===== src/rtl/waveform_i2s_tx.sv =====
// Serializes the synth core's offset-binary mono sample into a Philips I2S stream.
// One sample is latched per frame and sent, in two's complement, in both slots.
module waveform_i2s_tx #(
    parameter int DATA_WIDTH = 24,
    parameter int SLOT_WIDTH = 32,
    parameter int BCLK_DIV   = 4
) (
    input  logic                  Clock,
    input  logic                  Reset,
    input  logic                  Enable,
    input  logic [DATA_WIDTH-1:0] Waveform,
    output logic                  BitClock,
    output logic                  WordSelect,
    output logic                  SerialData,
    output logic                  SampleTaken
);

    // state | meaning
    // IDLE  | outputs parked low, waiting for Enable
    // RUN   | streaming, Hold reloads at every frame wrap
    // DRAIN | Enable dropped, finishing the current frame then parking

    localparam int DIV_W = (BCLK_DIV > 1) ? $clog2(BCLK_DIV) : 1;
    localparam int BIT_W = $clog2(2 * SLOT_WIDTH);
    localparam logic [DIV_W-1:0] DIV_LAST = DIV_W'(BCLK_DIV - 1);
    localparam logic [BIT_W-1:0] BIT_LAST = BIT_W'(2 * SLOT_WIDTH - 1);

    localparam logic [1:0] IDLE  = 2'd0;
    localparam logic [1:0] RUN   = 2'd1;
    localparam logic [1:0] DRAIN = 2'd2;

    logic [1:0]            state;
    logic [DIV_W-1:0]      div;
    logic [BIT_W-1:0]      bit_idx;
    logic [DATA_WIDTH-1:0] hold;

    logic [DATA_WIDTH-1:0] load_val;
    logic [BIT_W-1:0]      next_bit;
    logic                  fall;
    logic                  wrap;
    logic                  sd_next;
    logic                  ws_next;
    int                    nb;
    int                    slot;

    always_comb begin
        load_val = Waveform ^ {1'b1, {(DATA_WIDTH-1){1'b0}}};
        fall     = (state != IDLE) && (div == DIV_LAST) && BitClock;
        next_bit = (bit_idx == BIT_LAST) ? '0 : bit_idx + 1'b1;
        wrap     = fall && (bit_idx == BIT_LAST);
        nb       = int'(next_bit);
        slot     = nb % SLOT_WIDTH;
        // WordSelect leads the slot boundary by one bit (Philips framing)
        ws_next  = (nb >= SLOT_WIDTH - 1) && (nb <= 2 * SLOT_WIDTH - 2);
        sd_next  = 1'b0;
        for (int i = 0; i < DATA_WIDTH; i++) begin
            if (slot == DATA_WIDTH - 1 - i) begin
                sd_next = wrap ? load_val[i] : hold[i];
            end
        end
    end

    always_ff @(posedge Clock or negedge Reset) begin
        if (!Reset) begin
            state       <= IDLE;
            div         <= '0;
            bit_idx     <= '0;
            hold        <= '0;
            BitClock    <= 1'b0;
            WordSelect  <= 1'b0;
            SerialData  <= 1'b0;
            SampleTaken <= 1'b0;
        end else begin
            SampleTaken <= 1'b0;
            case (state)
                IDLE: begin
                    if (Enable) begin
                        state       <= RUN;
                        hold        <= load_val;
                        div         <= '0;
                        bit_idx     <= '0;
                        BitClock    <= 1'b0;
                        SampleTaken <= 1'b1;
                        SerialData  <= load_val[DATA_WIDTH-1];
                        WordSelect  <= 1'b0;
                    end
                end
                RUN, DRAIN: begin
                    state <= Enable ? RUN : DRAIN;
                    if (div == DIV_LAST) begin
                        div      <= '0;
                        BitClock <= ~BitClock;
                    end else begin
                        div <= div + 1'b1;
                    end
                    if (fall) begin
                        if (wrap && (state == DRAIN)) begin
                            state      <= IDLE;
                            div        <= '0;
                            bit_idx    <= '0;
                            BitClock   <= 1'b0;
                            SerialData <= 1'b0;
                            WordSelect <= 1'b0;
                        end else begin
                            bit_idx    <= next_bit;
                            SerialData <= sd_next;
                            WordSelect <= ws_next;
                            if (wrap) begin
                                hold        <= load_val;
                                SampleTaken <= 1'b1;
                            end
                        end
                    end
                end
                default: begin
                    state <= IDLE;
                end
            endcase
        end
    end

endmodule


===== config.mk =====
export PLATFORM = sky130hd
export DESIGN_NAME = waveform_i2s_tx
export DESIGN_NICKNAME = d
export VERILOG_FILES = /design/src/rtl/waveform_i2s_tx.sv
export SDC_FILE = /design/constraint.sdc
export NUM_CORES = 1
export LEC_CHECK = 0
export ABC_AREA = 1
export CORE_MARGIN = 5
export CORE_UTILIZATION = 56
export CTS_BUF_LIST = sky130_fd_sc_hd__clkbuf_4 sky130_fd_sc_hd__clkbuf_8
export CTS_CLUSTER_DIAMETER = 100
export DETAILED_ROUTE_END_ITERATION = 8
export GPL_TIMING_DRIVEN = 1
export PLACE_DENSITY = 0.88
export SYNTH_ARGS = -nofsm -noshare
export SYNTH_HDL_FRONTEND = slang
export SYNTH_SLANG_ARGS = --single-unit

===== constraint.sdc =====
create_clock -name Clock -period 7.26 [get_ports Clock]
set_clock_uncertainty 0.05 [all_clocks]
set_input_delay 1.815 -clock Clock [delete_from_list [all_inputs] [get_ports Clock]]
set_output_delay 1.815 -clock Clock [all_outputs]
set_load 0.01 [all_outputs]

======== Word level (Yosys, flattened, before mapping) ========
Cells that the tools add are included.
storage, ports and cells
  register bits ........................... 38
  output and inout bits ................... 4
  word-level logic and storage cells ...... 143
cells by class
  add/sub/neg operators ................... 2
  magnitude comparators ................... 2
  eq/ne operators ......................... 31
  muxes and demuxes ....................... 85
  bitwise logic cells ..................... 2
  reductions and logical operators ........ 13
operators by type and width
  kind                   count
  $mux W24               4
  $eq A5 B5 Y1 const B   16
  $mux W1                61
  $pmux W24 S2           1
  $logic_not A32 Y1      1
  $mux W6                4
  $eq A5 B4 Y1 const B   4
  $mux W2                8
  $pmux W6 S2            1
  $eq A5 B3 Y1 const B   2
  $ne A2 B2 Y1 const B   4
  $pmux W1 S2            4
  $pmux W2 S2            2
  $add A6 B1 Y6 const B  1
  $eq A6 B6 Y1 const B   1
  $ge A6 B5 Y1 const B   1
  $le A6 B6 Y1 const B   1
  $eq A5 B2 Y1 const B   1
  $logic_and A1 B1 Y1    5
  $reduce_and A5 Y1      1
  $eq A2 B2 Y1 const B   2
  $reduce_bool A2 Y1     2
  $reduce_and A3 Y1      1
  $add A2 B1 Y2 const B  1
  other kinds (5)        6

======== Depth between registers and ports, before layout ========
  word-level depth ........................ 32
  depth in mapped cells ................... 33
  mapped depth without buffers ............ 33

======== Worst setup path before layout ========
Ideal clock, no wire load.
  path kind ............................... input port to flip-flop
  from .................................... in Waveform[1]
  to ...................................... reg SerialData
  arrival ................................. 3.165 ns
  required time ........................... 7.088 ns
  setup slack ............................. 3.924 ns
  stages .................................. 30
  buffers on the path ..................... 0
  path through ............................ inv_1 -> nand3_1 -> nand2_1 -> inv_1 -> nand2_1 -> nand3_1 -> nand2_1 -> nand2_1 -> nand2_1 -> nand2_1 -> nand2_1 -> nand2_1 -> nand2_1 -> nand2_1 -> nand2_1 -> nand2_1 -> nand2_1 -> nand2_1 -> nand2_1 -> nand2_1 -> nand2_1 -> nand2_1 -> nand2_1 -> nand2_1 -> nand2_1 -> nand2_1 -> nand2_1 -> nand2_1 -> nand2_1 -> a21oi_2
on the way
  word-level cells in the longest chain between the ends .. 27
ends and longest elaborated chain
  element                RTL line  text
  from (decl)            11        input logic [DATA_WIDTH-1:0] Waveform,
  $mux W1                58        sd_next = wrap ? load_val[i] : hold[i];
  $mux W1 (23 in a row)  57        if (slot == DATA_WIDTH - 1 - i) begin
  $mux W1                97        if (wrap && (state == DRAIN)) begin
  $mux W1                96        if (fall) begin
  $pmux W1 S2            75        case (state)
  to (signal assigned)   84        SerialData <= load_val[DATA_WIDTH-1];
  to (signal assigned)   106       SerialData <= sd_next;
  to (decl)              14        output logic SerialData,
Every way passes these cells. The select of a mux whose other input is x is not followed.
A chain may end at the register's enable or synchronous reset.

======== Final worst setup path ========
  from .................................... in Enable
  to ...................................... reg hold[16]
on the way
  word-level cells in the longest chain between the ends .. 2
ends and longest elaborated chain
  element                             RTL line  text
  from (decl)                         10        input logic Enable,
  $ne A2 B2 Y1 (no source line)       n/a
  $reduce_and A5 Y1 (no source line)  n/a
  to (signal assigned)                79        hold <= load_val;
  to (signal assigned)                109       hold <= load_val;
  to (decl)                           35        logic [DATA_WIDTH-1:0] hold;
Every way passes these cells.

==> impl_metrics.yaml <==
run_status:
  outcome: "complete, no violations"
setup_path:
  arrival_ps: 3800
  cp_common_cell: "nand2_1"
  r2r_start: "state[0]$_DFFE_PN0P_"
  rr_endpoint: "SerialData$_DFFE_PN0P_"
  critical_path.cell_chain: "clkdlybuf4s50_1, nand2_1, o21ai_1, o21ai_2, buf_4, nand2_1, o21ai_0"
  worstPathRequired_ps: 7370
  path_class: "in -> reg"
  reg2reg_slack_ps: 3950
  cp-end-kind: "register"
  worstPathMaxFanout: 32
  slowest_delay_ps: 520
  cpMaxStageDelayCell: "clkdlybuf4s50_1"
  rr_worst_depth: 31
  cp-start-kind: "primary input"
route:
  viasPerCell: 5.23
  wl_mm: 5.36
  vias: 2258
  firstDrtPassIters: 5
  wl_per_cell_um: 12.4
  postRouteAntennaNets: 0
  drc: 0
  drtIter0Drc: 133
synthesis:
  ys_seq_elements: 38
  syn_area_mm2: 0.00244
  synth.distinct_cells: 32
  synth_cells: 351
  seq_area_frac_synth_pct: 39.0
  synthFlopType: "dfrtp_1"
  syn_avg_cell_area_um2: 6.95
  ys_warn_count: 0
  synth-async-reset-ratio_pct: 100
  syn_nets: 387
  synth_edf_count: 0
global_route:
  grt_first_pass_wirelength_mm: 9.47
  grt.overflow.total: 0
  grt_pass1_vias: 2139
  grt_max_degree: 39
  grt_usage_pct: 19.6
  antenna_found_initial: 0
worst_hold_path:
  hold_path_depth: 2
  hold_class: "reg -> reg"
  hp-start: "WordSelect$_DFFE_PN0P_"
  hold_end: "WordSelect$_DFFE_PN0P_"
cells_and_area:
  nets: 416
  area_growth_pct: 16.8
  instances_no_fill: 432
  diodes: 0
  multiInputGateArea_mm2: 0.00122
  seq_area_um2: 951
  drive_gt1_share_pct: 6.58
  final_util_pct: 66.3
  nFillCells: 385
clocking:
  cts_setup_buffers: 0
  cts_buffers: 5
  cts_max_level: 2
  cts_tree: "done"
  cts_buffer_depth: 2
  clkTransAtPathRegs_ps: 70
  ctsResizeCount: 0
  clock_latency_ps: 290
  cts-hold-fix-buffers: 0
  cts_root_buffer: "clkbuf_8"
  clock_sinks: 38
timing:
  finalWorstPathRequiredPeriod_ps: 3690
  setup_viol: 0
  tns_ps: 0
  slew_headroom_pct: 42.7
  max_freq_mhz: 271
  post-route-period-util_pct: 50.8
  worstMarginPinSlew_ps: 859
  finalHoldViolCount: 0
  rsz0062_at_grt: "false"
  slew_viol_final: 0
placed_design:
  post-place-cells: 425
  post-dp-hpwl_mm: 3.93
  gp_congestion: 0.910
  io_buffers: 30
die:
  io_pins: 31
  die_y_um: 76.0
  core_area_mm2: 0.00429
  fp-row-count: 24
  die_w_um: 76.0
  dieArea_mm2: 0.00578
  start_util_pct: 56.8
pwr:
  ir_drop_mv: 0.183
  leakage_nw: 1.39
  power_per_cell_area_mw_per_mm2: 269
  finalPower_w: 0.000767
run:
  cap_violations: 0
## synthesized netlist by cell type (3+ instances only)
| master | instances | area share, % |
|---|---|---|
| o211ai_1 | 4 | 1.2 |
| nor2_2 | 5 | 1.3 |
| o21ai_1 | 4 | 0.82 |
| a31oi_1 | 5 | 1.3 |
| nand3_1 | 11 | 2.3 |
| nor2_1 | 36 | 5.5 |
| clkbuf_1 | 6 | 0.92 |
| ha_1 | 9 | 4.6 |
| o22ai_1 | 7 | 1.8 |
| nand2_1 | 93 | 14 |
| dfrtp_1 | 38 | 39 |
| inv_1 | 59 | 9.1 |
| a21oi_1 | 17 | 3.5 |
| o21ai_0 | 33 | 6.8 |
| nand2_2 | 3 | 0.77 |
## metrics by stage
step / hold WS, ps / area (um2) / worst slack, ps
2_1_floorplan: 398 / 2440 / 3920
3_3_place_gp: 415 / 2770 / 3330
3_5_place_dp: 423 / 2770 / 3320
4_1_cts: 442 / 2850 / 3600
5_1_grt: 475 / 2850 / 3330
6_report: 436 / 2850 / 3570
## flip-flops by register name, indices dropped and copies added, names as in the netlist
| signal | count |
|---|---|
| bit_idx | 6 |
| WordSelect | 1 |
| SampleTaken | 1 |
| div | 2 |
| SerialData | 1 |
| BitClock | 1 |
| state | 2 |
| hold | 24 |
## layer usage
metal / share of wire (%) / GRT usage [%] / up-vias
met3: 5.4 / 4.61 / 7
met1: 45 / 24.9 / 1028
met2: 48 / 32.6 / 57
met5: 0 / 0 / -
li1: - / - / 1166
met4: 1.6 / 6.58 / 0
## critical path, delay by kind of cell
family,cells,cell delay (ps)
buffers and inverters,2,850
AOI/OAI and AO/OA,3,950
and+or+nand+nor,2,180
## worst max path at each step
stage | slack, ps | end | start
3_5_place_dp | 3320 | SerialData$_DFFE_PN0P_ | Waveform[2]
4_1_cts | 3600 | SerialData$_DFFE_PN0P_ | Waveform[2]
2_1_floorplan | 3920 | SerialData$_DFFE_PN0P_ | Waveform[1]
3_3_place_gp | 3330 | SerialData$_DFFE_PN0P_ | Waveform[2]
6_report | 3570 | hold[16]$_DFFE_PN0P_ | Enable
5_1_grt | 3330 | SerialData$_DFFE_PN0P_ | Waveform[2]
## layout by cell type (no fill, tap or decap), types with 3 or more instances in the layout
cell type / instances
nand2_2: 3
ha_1: 9
o22ai_1: 7
o211ai_1: 4
a31oi_1: 5
nand2_1: 93
nand3_1: 11
nor2_2: 5
nor2_1: 36
o21ai_1: 4
a21oi_1: 17
clkbuf_8: 5
dfrtp_1: 38
clkdlybuf4s50_1: 29
o21ai_0: 32
inv_1: 59
## power breakdown
group | internal, W | total [W] | leakage (nW) | switching (W)
combinational | 0.000116 | 0.000293 | 0.872 | 0.000177
sequential | 0.000291 | 0.000331 | 0.476 | 0.0000401
clock | 0.0000736 | 0.000143 | 0.0452 | 0.0000697
total | 0.000480 | 0.000767 | 1.39 | 0.000287
## layout make-up
cell class                      count  share of cell area [%]
Clock buffer                        7                    2.94
Inverter                           61                    8.04
Multi-Input combinational cell    243                    42.7
Sequential cell                    38                    33.4
Tap cell                           52                    2.28
Timing Repair Buffer               31                    10.6
## cell families after synthesis
group           Yosys count  synth area share (%)
compound gates           77                  17.7
xor+xnor                  2                  1.03
fa+ha+maj                 9                  4.62
buf+inv                  70                  11.3
flops                    38                  39.0
mux                       1                 0.462
simple gates            154                  25.9
(Power assumes the default switching activity.)
